$ cat src/rtl/wave_capture_if.sv
// Sample-in / RAM-write / display-handshake bundle for the waveform capture block.
// Latency: none, wires only.
// Backpressure: none; samples are strobed and the display only reports idle.
interface wave_capture_if #(
  parameter int ADDR_WIDTH = 8
) ();
  logic                  new_sample_ready;
  logic [15:0]           new_sample_in;
  logic                  wave_display_idle;
  logic [ADDR_WIDTH:0]   write_address;
  logic                  write_enable;
  logic [7:0]            write_sample;
  logic                  read_index;

  // Driven by the sample source / display side.
  modport master (
    output new_sample_ready, new_sample_in, wave_display_idle,
    input  write_address, write_enable, write_sample, read_index
  );

  // Driven by the capture block.
  modport slave (
    input  new_sample_ready, new_sample_in, wave_display_idle,
    output write_address, write_enable, write_sample, read_index
  );
endinterface

$ cat src/rtl/wave_capture.sv
// Captures one rising-zero-crossing-aligned window of samples into a ping-pong RAM half.
// Latency: one cycle from a qualifying sample strobe to its RAM write pulse.
// Backpressure: none; samples outside a window are dropped, swaps wait for display idle.
module wave_capture #(
  parameter int ADDR_WIDTH = 8
) (
  input  logic          clk,
  input  logic          reset,
  wave_capture_if.slave bus
);

  localparam logic [1:0] ARMED  = 2'd0;
  localparam logic [1:0] ACTIVE = 2'd1;
  localparam logic [1:0] WAIT   = 2'd2;

  logic [1:0]            state;
  logic [ADDR_WIDTH-1:0] count;
  logic [15:0]           prev_sample;
  logic                  read_index;
  logic                  write_enable;
  logic [ADDR_WIDTH:0]   write_address;
  logic [7:0]            write_sample;

  logic                  trigger;
  logic [7:0]            display_sample;
  logic                  unused_bits;

  // Negative-to-non-negative crossing between the previous and current sample.
  assign trigger = bus.new_sample_ready && prev_sample[15] && !bus.new_sample_in[15];

  // Top byte with the sign flipped turns two's complement into offset binary.
  assign display_sample = {~bus.new_sample_in[15], bus.new_sample_in[14:8]};

  // Only the sign of the previous sample and the top byte of the current one matter.
  assign unused_bits = ^{prev_sample[14:0], bus.new_sample_in[7:0]};

  // Window capture sequencing, write generation and half swapping.
  always_ff @(posedge clk or negedge reset) begin
    if (!reset) begin
      state         <= ARMED;
      count         <= '0;
      prev_sample   <= 16'h0000;
      read_index    <= 1'b0;
      write_enable  <= 1'b0;
      write_address <= '0;
      write_sample  <= 8'h00;
    end else begin
      write_enable <= 1'b0;
      if (bus.new_sample_ready) begin
        prev_sample <= bus.new_sample_in;
      end
      case (state)
        ARMED: begin
          if (trigger) begin
            write_enable  <= 1'b1;
            write_address <= {~read_index, {ADDR_WIDTH{1'b0}}};
            write_sample  <= display_sample;
            count         <= ADDR_WIDTH'(1);
            state         <= ACTIVE;
          end
        end
        ACTIVE: begin
          // A new crossing here is just another sample of the current window.
          if (bus.new_sample_ready) begin
            write_enable  <= 1'b1;
            write_address <= {~read_index, count};
            write_sample  <= display_sample;
            count         <= count + ADDR_WIDTH'(1);
            if (count == {ADDR_WIDTH{1'b1}}) begin
              state <= WAIT;
            end
          end
        end
        WAIT: begin
          // Swap only during display blanking so a frame never shows a partial window.
          if (bus.wave_display_idle) begin
            read_index <= ~read_index;
            state      <= ARMED;
          end
        end
        default: begin
          state <= ARMED;
        end
      endcase
    end
  end

  assign bus.read_index    = read_index;
  assign bus.write_enable  = write_enable;
  assign bus.write_address = write_address;
  assign bus.write_sample  = write_sample;

endmodule

$ cat src/flat_wrapper.sv
// flat-port wrapper written by rule: the top's interface ports become plain ports
module wave_capture_flat 
#(
  parameter int ADDR_WIDTH = 8
)
  (clk, reset, bus_new_sample_ready, bus_new_sample_in, bus_wave_display_idle, bus_write_address, bus_write_enable, bus_write_sample, bus_read_index);
  wave_capture_if #(.ADDR_WIDTH(ADDR_WIDTH)) bus_i ();
  input  logic clk;
  input  logic reset;
  input wire logic [$bits(bus_i.new_sample_ready)-1:0] bus_new_sample_ready;
  input wire logic [$bits(bus_i.new_sample_in)-1:0] bus_new_sample_in;
  input wire logic [$bits(bus_i.wave_display_idle)-1:0] bus_wave_display_idle;
  output wire logic [$bits(bus_i.write_address)-1:0] bus_write_address;
  output wire logic [$bits(bus_i.write_enable)-1:0] bus_write_enable;
  output wire logic [$bits(bus_i.write_sample)-1:0] bus_write_sample;
  output wire logic [$bits(bus_i.read_index)-1:0] bus_read_index;
  assign bus_i.new_sample_ready = bus_new_sample_ready;
  assign bus_i.new_sample_in = bus_new_sample_in;
  assign bus_i.wave_display_idle = bus_wave_display_idle;
  assign bus_write_address = bus_i.write_address;
  assign bus_write_enable = bus_i.write_enable;
  assign bus_write_sample = bus_i.write_sample;
  assign bus_read_index = bus_i.read_index;
  wave_capture #(.ADDR_WIDTH(ADDR_WIDTH)) u_core (.clk(clk), .reset(reset), .bus(bus_i));
endmodule
$ cat config.mk
export PLATFORM = sky130hd
export DESIGN_NAME = wave_capture_flat
export DESIGN_NICKNAME = d
export VERILOG_FILES = /design/src/rtl/wave_capture_if.sv /design/src/rtl/wave_capture.sv /design/src/flat_wrapper.sv
export SDC_FILE = /design/constraint.sdc
export NUM_CORES = 1
export LEC_CHECK = 0
export CAP_MARGIN = 25
export CORE_MARGIN = 1
export CORE_UTILIZATION = 45
export DETAILED_ROUTE_END_ITERATION = 10
export PLACE_DENSITY = 0.77
export SLEW_MARGIN = 20
export SYNTH_ARGS = -nofsm -noshare
export SYNTH_HDL_FRONTEND = slang
export SYNTH_SLANG_ARGS = --single-unit
$ cat constraint.sdc
create_clock -name clk -period 2.2 [get_ports clk]
set_clock_uncertainty 0.2 [all_clocks]
set_input_delay 0.33 -clock clk [delete_from_list [all_inputs] [get_ports clk]]
set_output_delay 0.33 -clock clk [all_outputs]
set_load 0.01 [all_outputs]
Yosys cells after proc, flatten, opt, wreduce, memory -nomap -nowiden --
Cells that the tools add are included.
Word-level totals: register bits after elaboration 45, input bits 20, output and inout port bits 19, word-level logic and storage cells 42
Cells by class: add/subtract/negate cells 1, equal/unequal tests 7, multiplexer cells 17, bitwise gates (word level) 2, reductions and logical operators 8
Operators by type and width (number):
- $mux 8 | 4
- $pmux 8 s2 | 2
- $mux 9 | 2
- $pmux 9 s2 | 1
- $add 8x1->8 const B | 1
- $eq 8x8->1 const B | 1
- $mux 2 | 4
- $pmux 2 s3 | 1
- $ne 2x1->1 const B | 2
- $ne 2x2->1 const B | 2
- $reduce_and 4->1 | 1
- $reduce_and 3->1 | 1
- $eq 2x1->1 const B | 1
- $eq 2x2->1 const B | 1
- $logic_and 1x1->1 | 2
- $logic_not 2->1 | 1
- $mux 1 | 2
- $not 1->1 | 2
- $pmux 1 s2 | 1
- $reduce_and 2->1 | 1
- $reduce_bool 2->1 | 1
- $logic_not 1->1 | 1

Depth between registers and ports, before layout --
Gate-level depths: netlist (run 1).
depth in word-level cells 4, mapped depth 5, depth with buffers taken out 4

Worst setup path after synthesis (run 1) --
OpenSTA, ideal clock, no wires.
kind reg2reg, from register u_core.state[1], to register u_core.write_sample[0] (netlist: u_core.bus.write_sample[0]), library setup time 0.125 ns, arrival 1.259 ns, required time 1.875 ns, path slack 0.616 ns, cell stages (with the launch flop) 5, buffers on the path 0, period minus slack after synthesis 1.584 ns, path through dfrtp_1 > nand2b_1 > a21o_1 > inv_2 > mux2_2
Between the ends: cells in the longest elaborated chain, start to end 3, elaborated cells on any way between the ends 7, classes of those cells 3 x eq/ne; 1 x mux; 3 x reduce/logical
RTL lines:
- start: declaration | RTL line wave_capture.sv:16 | logic [1:0] state;
- start signal: assignment | RTL line wave_capture.sv:40 | state <= ARMED;
- start signal: assignment | RTL line wave_capture.sv:59 | state <= ACTIVE;
- start signal: assignment | RTL line wave_capture.sv:70 | state <= WAIT;
- $eq 2x1->1 / $logic_not 2->1 (equally long branches) | RTL line wave_capture.sv:52 | case (state)
- $ne 2x2->1 (no line), or another cell as far along
- $reduce_and 3->1 (no line)
- end signal: assignment | RTL line wave_capture.sv:57 | write_sample <= display_sample;
- end signal: assignment | RTL line wave_capture.sv:67 | write_sample <= display_sample;
- end: declaration | RTL line wave_capture.sv:22 | logic [7:0] write_sample;
Parallel ways exist; a longest one is shown, timed or not. A chain may end at the register's enable or synchronous reset.

Final worst setup path (run 1) --
from register u_core.read_index (netlist: u_core.bus.read_index), to output port bus_read_index
RTL lines:
- start: declaration | RTL line wave_capture.sv:19 | logic read_index;
- start signal: assignment | RTL line wave_capture.sv:77 | read_index <= ~read_index;
- end: declaration | RTL line flat_wrapper.sv:16 | output wire logic [$bits(bus_i.read_index)-1:0] bus_read_index;
No word-level cell between the ends.

==> results of run 1 <==
-- logic make-up (layout without fill, tap and decap cells) --
group                      Yosys count  count (layout)  synth area share
adders and majority gates            1               1           0.00947
AOI/OAI and AO/OA                   19              19             0.106
and+or+nand+nor                     29              29             0.114
DFF                                 30              30             0.568
xor gates and xnor gates             1               1           0.00663
buffers and inverters               16              55            0.0521
muxes                               18              18             0.144
-- stage by stage --
stage           util  cell area [sq um]  worst slack, ns  total power, mW  hold WS, ns
4_1_cts        0.630               1740            0.406             1.66        0.191
3_5_place_dp   0.611               1690            0.127             1.34        0.283
3_3_place_gp   0.611               1690            0.176             1.31        0.279
6_report       0.630               1740            0.425             1.64        0.184
2_1_floorplan      -               1320            0.616             1.08       -0.166
5_1_grt        0.630               1740            0.355             1.75        0.245
-- cells in the final DEF (no fill, tap or decap) --
cell              n
dfrtp_1          30
mux2i_1          10
nand3b_1          1
a21boi_1          2
o31a_1            1
and3b_1           1
nor3_1            1
a22o_1            2
o22ai_1           1
clkbuf_8          1
nand2_1          13
inv_1            12
xnor2_1           1
inv_2             1
o2bb2ai_1         1
nor2b_1           1
a221oi_1          2
a31oi_1           2
clkdlybuf4s50_1  30
buf_4             6
a21o_1            1
o31ai_1           2
nand4_1           1
nor2_1            2
ha_1              1
o21ai_0           3
clkbuf_4          5
a41oi_1           1
nand3_1           2
nand3_2           1
nand2b_1          3
mux2_2            8
or4_1             2
a22oi_1           1
or3_1             1
-- worst paths after layout --
check | start | to | slack, ns | cells past startpoint
min in group clk | u_core.bus.read_index | u_core.bus.read_index | 0.30 | 1
worst min register to register | u_core.bus.read_index | u_core.bus.read_index | 0.30 | 1
max in group asynchronous | reset | u_core.bus.write_address[8] | 1.34 | 2
worst max-delay path | u_core.bus.read_index | bus_read_index | 0.43 | 1
worst max register to register | u_core.count[0] | u_core.count[6] | 0.49 | 4
worst min-delay path | reset | u_core.bus.write_address[7] | 0.18 | 2
-- power breakdown --
| part | switching [mW] | internal [mW] | total [mW] |
|---|---|---|---|
| clock | 0.174 | 0.144 | 0.317 |
| sequential | 0.124 | 0.691 | 0.816 |
| combinational | 0.225 | 0.285 | 0.510 |
| total | 0.523 | 1.12 | 1.64 |
-- layer usage --
layer / wire (microns) / global-route usage / vias to the layer above
met2: 1190 / 0.281 / 24
met1: 1140 / 0.231 / 470
met4: 59 / 0.105 / 0
met5: 0 / 0 / -
li1: - / - / 478
met3: 89 / 0.0512 / 7
-- cell type report --
type	instances	area (sq um)	share of cell area
tap	31	38.8	0.0223
sequential	30	751	0.432
clock buffer	6	51.3	0.0295
inverter	13	48.8	0.0281
multi-input combinational	68	502	0.289
timing repair buffer	36	345	0.199
-- registers in the layout, summed over array words and instances, names as in the netlist --
| name | flops |
|---|---|
| u_core.state | 2 |
| u_core.prev_sample | 1 |
| u_core.bus.write_enable | 1 |
| u_core.count | 8 |
| u_core.bus.write_address | 9 |
| u_core.bus.read_index | 1 |
| u_core.bus.write_sample | 8 |
==> run metrics, run 1 <==
status=finished clean; P_leak=roughly 0.8 nW; Worst Path Required=1.67 ns; Area Growth Syn to Fin=31.4%; worst path arrival time=about 1.2 ns; crit-path leading delay family=buffers and inverters; final setup TNS=0 ns; CTS tree=yes; Slew HR=0.750; Post-synth top cells=dfrtp_1, nand2_1, inv_1, mux2i_1, mux2_2; Final Hold Fails=0; Tcrit/Tclk final=0.807; Detail Placement HPWL=~1700 microns; clock buffer count from CTS=5; fillcell total=between 200 and 250; post-synthesis cell type count=34; antenna-violating nets left=0; H-tree levels=2; Layout Nets=roughly 180; initial antenna violation count=0; first-pass GRT wire length=around 4400 microns; gp weighted congestion=around 0.8; CTS resizes=0; CP startpoint kind=register; CP Max Fanout=3; Iter 0 DRT Violations=50; Syn Inst Count=114; post-synthesis sequential area ratio=0.568; Total Wirelength=2480 microns; largest cells by area after synthesis=dfrtp_1, mux2i_1, mux2_2, nand2_1, inv_1; Die Wd=approximately 56 microns; Finished Layout Cells=around 180; slew of the pin with the lowest slew margin=between 0.3 and 0.4 ns; Boundary Pins=39; Post-synth top flop=dfrtp_1; Bufs on Longest Clock Path=2; Die Y=56.2 microns; drt wl/cell=13.5 microns; MaxCap Viol Count=0; DRT Pass-1 Iters=4; VDD IR max=between 700 and 800 uV; CP endpoint kind=primary output; Slew Limit Fails=0; most frequent cell after synthesis=dfrtp_1; CP max stage delay=~0.55 ns; # rows=19; clk_lat worst skew=around 0.32 ns; clk sinks=30; Netlist Area Pre-Place=about 1300 sq um; layout cells sized above 1=0.144; final setup vio count=0; RSZ-0062 raised after global routing=false; Buf/Inv on CP=1; Residual DRC=0; crit path time final=between 1.5 and 2 ns; total setup buffers inserted after CTS=0; die area=3160 sq um; flops & latches, synth=30; async set-reset flop share out of synthesis=1.00; syn avg cell area=11.6 sq um; via count=979; Yosys Warn Count=0; Hold WC Path Type=primary input to asynchronous set/reset pin; clk slew on worst S/H paths=0.09 ns; Clock Tree Root=clkbuf_4; effective utilization at floorplan=0.479; CP cell instances=clkdlybuf4s50_1; pwr/cell area=946 nW/um^2; EDFF count, synth=0; top-area cell type share of the netlist area=0.568; Max Freq=564 MHz; Yosys top cell by area=dfrtp_1; Core ar.=2760 sq um; # diodes=0; cts hold-fix bufs=0; vias in the first global route=~1000; Via density=approximately 5.3; syn_nets=135; remaining global-route overflow=0; largest net degree at the start of global routing=31; Global Route Usage Sum=0.182; Crit Path Category=register to primary output; I/O Buffers=30; cell total after placement=between 150 and 200; CP max-delay cell=clkdlybuf4s50_1
(Power assumes the default switching activity.)
==> run 2: changes to the inputs <==
CORE_UTILIZATION = 41   (was 45)
PLACE_DENSITY = 0.74   (was 0.77)
clock period = 1.42 ns   (was 2.2 ns; I/O delays follow)
==> run 2 against run 1 <==
Compared with the run above:
- the run now ends with negative setup slack left
- critical path type is now register to register
- power rose by 95%
- largest power group is now combinational cells
- clock-buffer cell count increased by 1
- first-iteration DRC count shrank 62%
- via count is 22% higher
- combinational power increased to 2.8 times the previous value
- clock power increased by 72%
- wire length is 58% higher
- sequential share of layout area fell by 10 points
- sequential power increased by 51%
- die area rose by 9.4%
- critical path depth rose by 3
==> run metrics, run 2 (synthesis gave the netlist of run 1 again) <==
FF/Latch Area=754 sq um (was 751 sq um); slew of the pin with the lowest slew margin=0.304 ns (was 0.374 ns); clk sinks=30 (unchanged); violated checks=negative setup slack; Tcrit/Tclk final=1.11; cts hold-fix bufs=0 (unchanged); final setup vio count=26 (was 0); Residual DRC=0 (unchanged); Boundary Pins=39 (unchanged); # rows=20 (was 19); crit path time final=1.58 ns; RR Endpoint=u_core.count[6] (unchanged); Via density=5.03 (was 5.32); worst setup margin=-0.161 ns (was 0.425 ns); CP Max Fanout=4 (was 3); Iter 0 DRT Violations=19 (was 50); initial antenna violation count=0 (unchanged); CTS tree=yes (unchanged); Worst R2R Path Depth=4 (unchanged); P_leak=1.10 nW (was 0.806 nW); # diodes=0 (unchanged); area of the multi-input gates=671 sq um (was 502 sq um); R2R setup slack=-0.16 ns (was 0.49 ns); CP cell instances=ha_4 > nand2_4 > or4_4 > a21boi_2 (was clkdlybuf4s50_1); Total Wirelength=3910 microns (was 2480 microns); Overall Power=3.21 mW (was 1.64 mW); top flop regs=u_core.bus.write_address: 9 flops, u_core.bus.write_sample: 8 flops, u_core.count: 8 flops (unchanged); Die Wd=58.8 microns (was 56.2 microns); fillcell total=210 (was 240); CP endpoint kind=register (was primary output); gp weighted congestion=0.822 (was 0.794); Worst Path Required=1.50 ns (was 1.67 ns); layout cells sized above 1=0.472 (was 0.144); status=finished, violations left (was finished clean); largest net degree at the start of global routing=31 (unchanged); Slew HR=0.796 (was 0.750); Layout Nets=213 (was 175); worst path arrival time=1.66 ns (was 1.24 ns); Detail Placement HPWL=2220 microns (was 1730 microns); commonest cells after routing, fill and taps aside=buf_4, dfrtp_1, inv_1 (was clkdlybuf4s50_1, dfrtp_1, nand2_1); Global Route Usage Sum=0.243 (was 0.182); pwr/cell area=1410 nW/um^2 (was 946 nW/um^2); Most flops, register=u_core.bus.write_address (unchanged); CP max-delay cell=or4_4 (was clkdlybuf4s50_1); clk_lat worst skew=0.34 ns (was 0.32 ns); Core ar.=3050 sq um (was 2760 sq um); VDD IR max=770 uV (was 703 uV); vias in the first global route=1275 (was 994); Clock Tree Root=clkbuf_4 (unchanged); Largest register FFs=9 (unchanged); Hold WC Path Type=primary input to asynchronous set/reset pin (unchanged); Final Hold Fails=0 (unchanged); I/O Buffers=30 (unchanged); Die Y=58.8 microns (was 56.2 microns); clk slew on worst S/H paths=0.10 ns (was 0.09 ns); Slew Limit Fails=0 (unchanged); H-tree levels=2 (unchanged); effective utilization at floorplan=0.433 (was 0.479); crit-path leading delay family=simple AND/OR/NAND/NOR gates (was buffers and inverters); drt wl/cell=16.5 microns (was 13.5 microns); remaining global-route overflow=0 (unchanged); leading cell type in the layout, fill and taps excluded=buf_4; CP max stage delay=0.51 ns (was 0.55 ns); clock buffer count from CTS=5 (unchanged); DRT Pass-1 Iters=4 (unchanged); Max Freq=about 630 MHz; antenna-violating nets left=0 (unchanged); first-pass GRT wire length=6040 microns (was 4400 microns); Area Growth Syn to Fin=71.8% (was 31.4%); RR Startpoint=u_core.count[0] (unchanged); via count=1193 (was 979); CP startpoint kind=register (unchanged); Bufs on Longest Clock Path=2 (unchanged); final hold slack=0.0231 ns (was 0.184 ns); Buf/Inv on CP=0 (was 1); RSZ-0062 raised after global routing=true (was false); die area=3450 sq um (was 3160 sq um); MaxCap Viol Count=0 (unchanged); Crit Path Category=register to register (was register to primary output)
## run 2: changes by cell type in the layout (fill, tap and decap cells not counted), moves of 3 or more
cell	change
buf_4	+25
buf_6	+9
clkbuf_2	+7
clkdlybuf4s15_1	+11
clkdlybuf4s50_1	-20
dfrtp_1	-3
dfrtp_2	+3
mux2_2	-7
mux2_4	+7
## run 2: metrics by stage
stage,TNS [ns],setup slack (ns),std cells,util,cell area (sq um)
5_1_grt,-3.77,-0.197,237,0.743,2270
3_3_place_gp,-9.36,-0.400,211,0.632,1930
4_1_cts,-1.58,-0.145,230,0.702,2140
2_1_floorplan,-0.569,-0.0907,114,-,1380
6_report,-2.73,-0.161,237,0.743,2270
3_5_place_dp,-10.18,-0.451,211,0.632,1930
## run 2: layout make-up
| type | instances | area share |
|---|---|---|
| flip-flops and latches | 30 | 0.332 |
| repair buffers | 73 | 0.293 |
| clock buffers | 7 | 0.0243 |
| well taps | 44 | 0.0243 |
| clock inverters | 1 | 0.00221 |
| multi-input cells | 68 | 0.295 |
| inverters | 13 | 0.0248 |
| repair inverters | 1 | 0.00386 |
## run 2: per-layer routing
| metal | vias to the layer above | track usage | routed length [microns] |
|---|---|---|---|
| met2 | 33 | 0.427 | 2020 |
| met3 | 17 | 0.0703 | 132 |
| met1 | 588 | 0.277 | 1590 |
| met4 | 0 | 0.0986 | 163 |
| li1 | 555 | - | - |
| met5 | - | 0 | 0 |
## run 2: worst max path at each step
stage	depth (start not counted)	endpoint	startpoint
floorplan	3	u_core.count[6]	u_core.state[1]
global placement	4	u_core.count[6]	bus_new_sample_ready
detailed placement	4	u_core.count[6]	bus_new_sample_ready
CTS	3	u_core.count[6]	u_core.state[1]
global route	4	u_core.count[6]	u_core.count[0]
finish	4	u_core.count[6]	u_core.count[0]
## run 2: timing repair
item,in CTS,in global routing
buffers inserted,9,9
resized for setup,52,32
endpoints found under the setup margin,44,36
pin swaps,5,7
cloned,2,0
## run 2: power breakdown
| group | leakage [nW] | total [mW] | switching (mW) | internal [mW] |
|---|---|---|---|---|
| clock | 0.0353 | 0.545 | 0.305 | 0.240 |
| sequential | 0.352 | 1.23 | 0.157 | 1.08 |
| combinational | 0.714 | 1.43 | 0.638 | 0.793 |
| total | 1.10 | 3.21 | 1.10 | 2.11 |
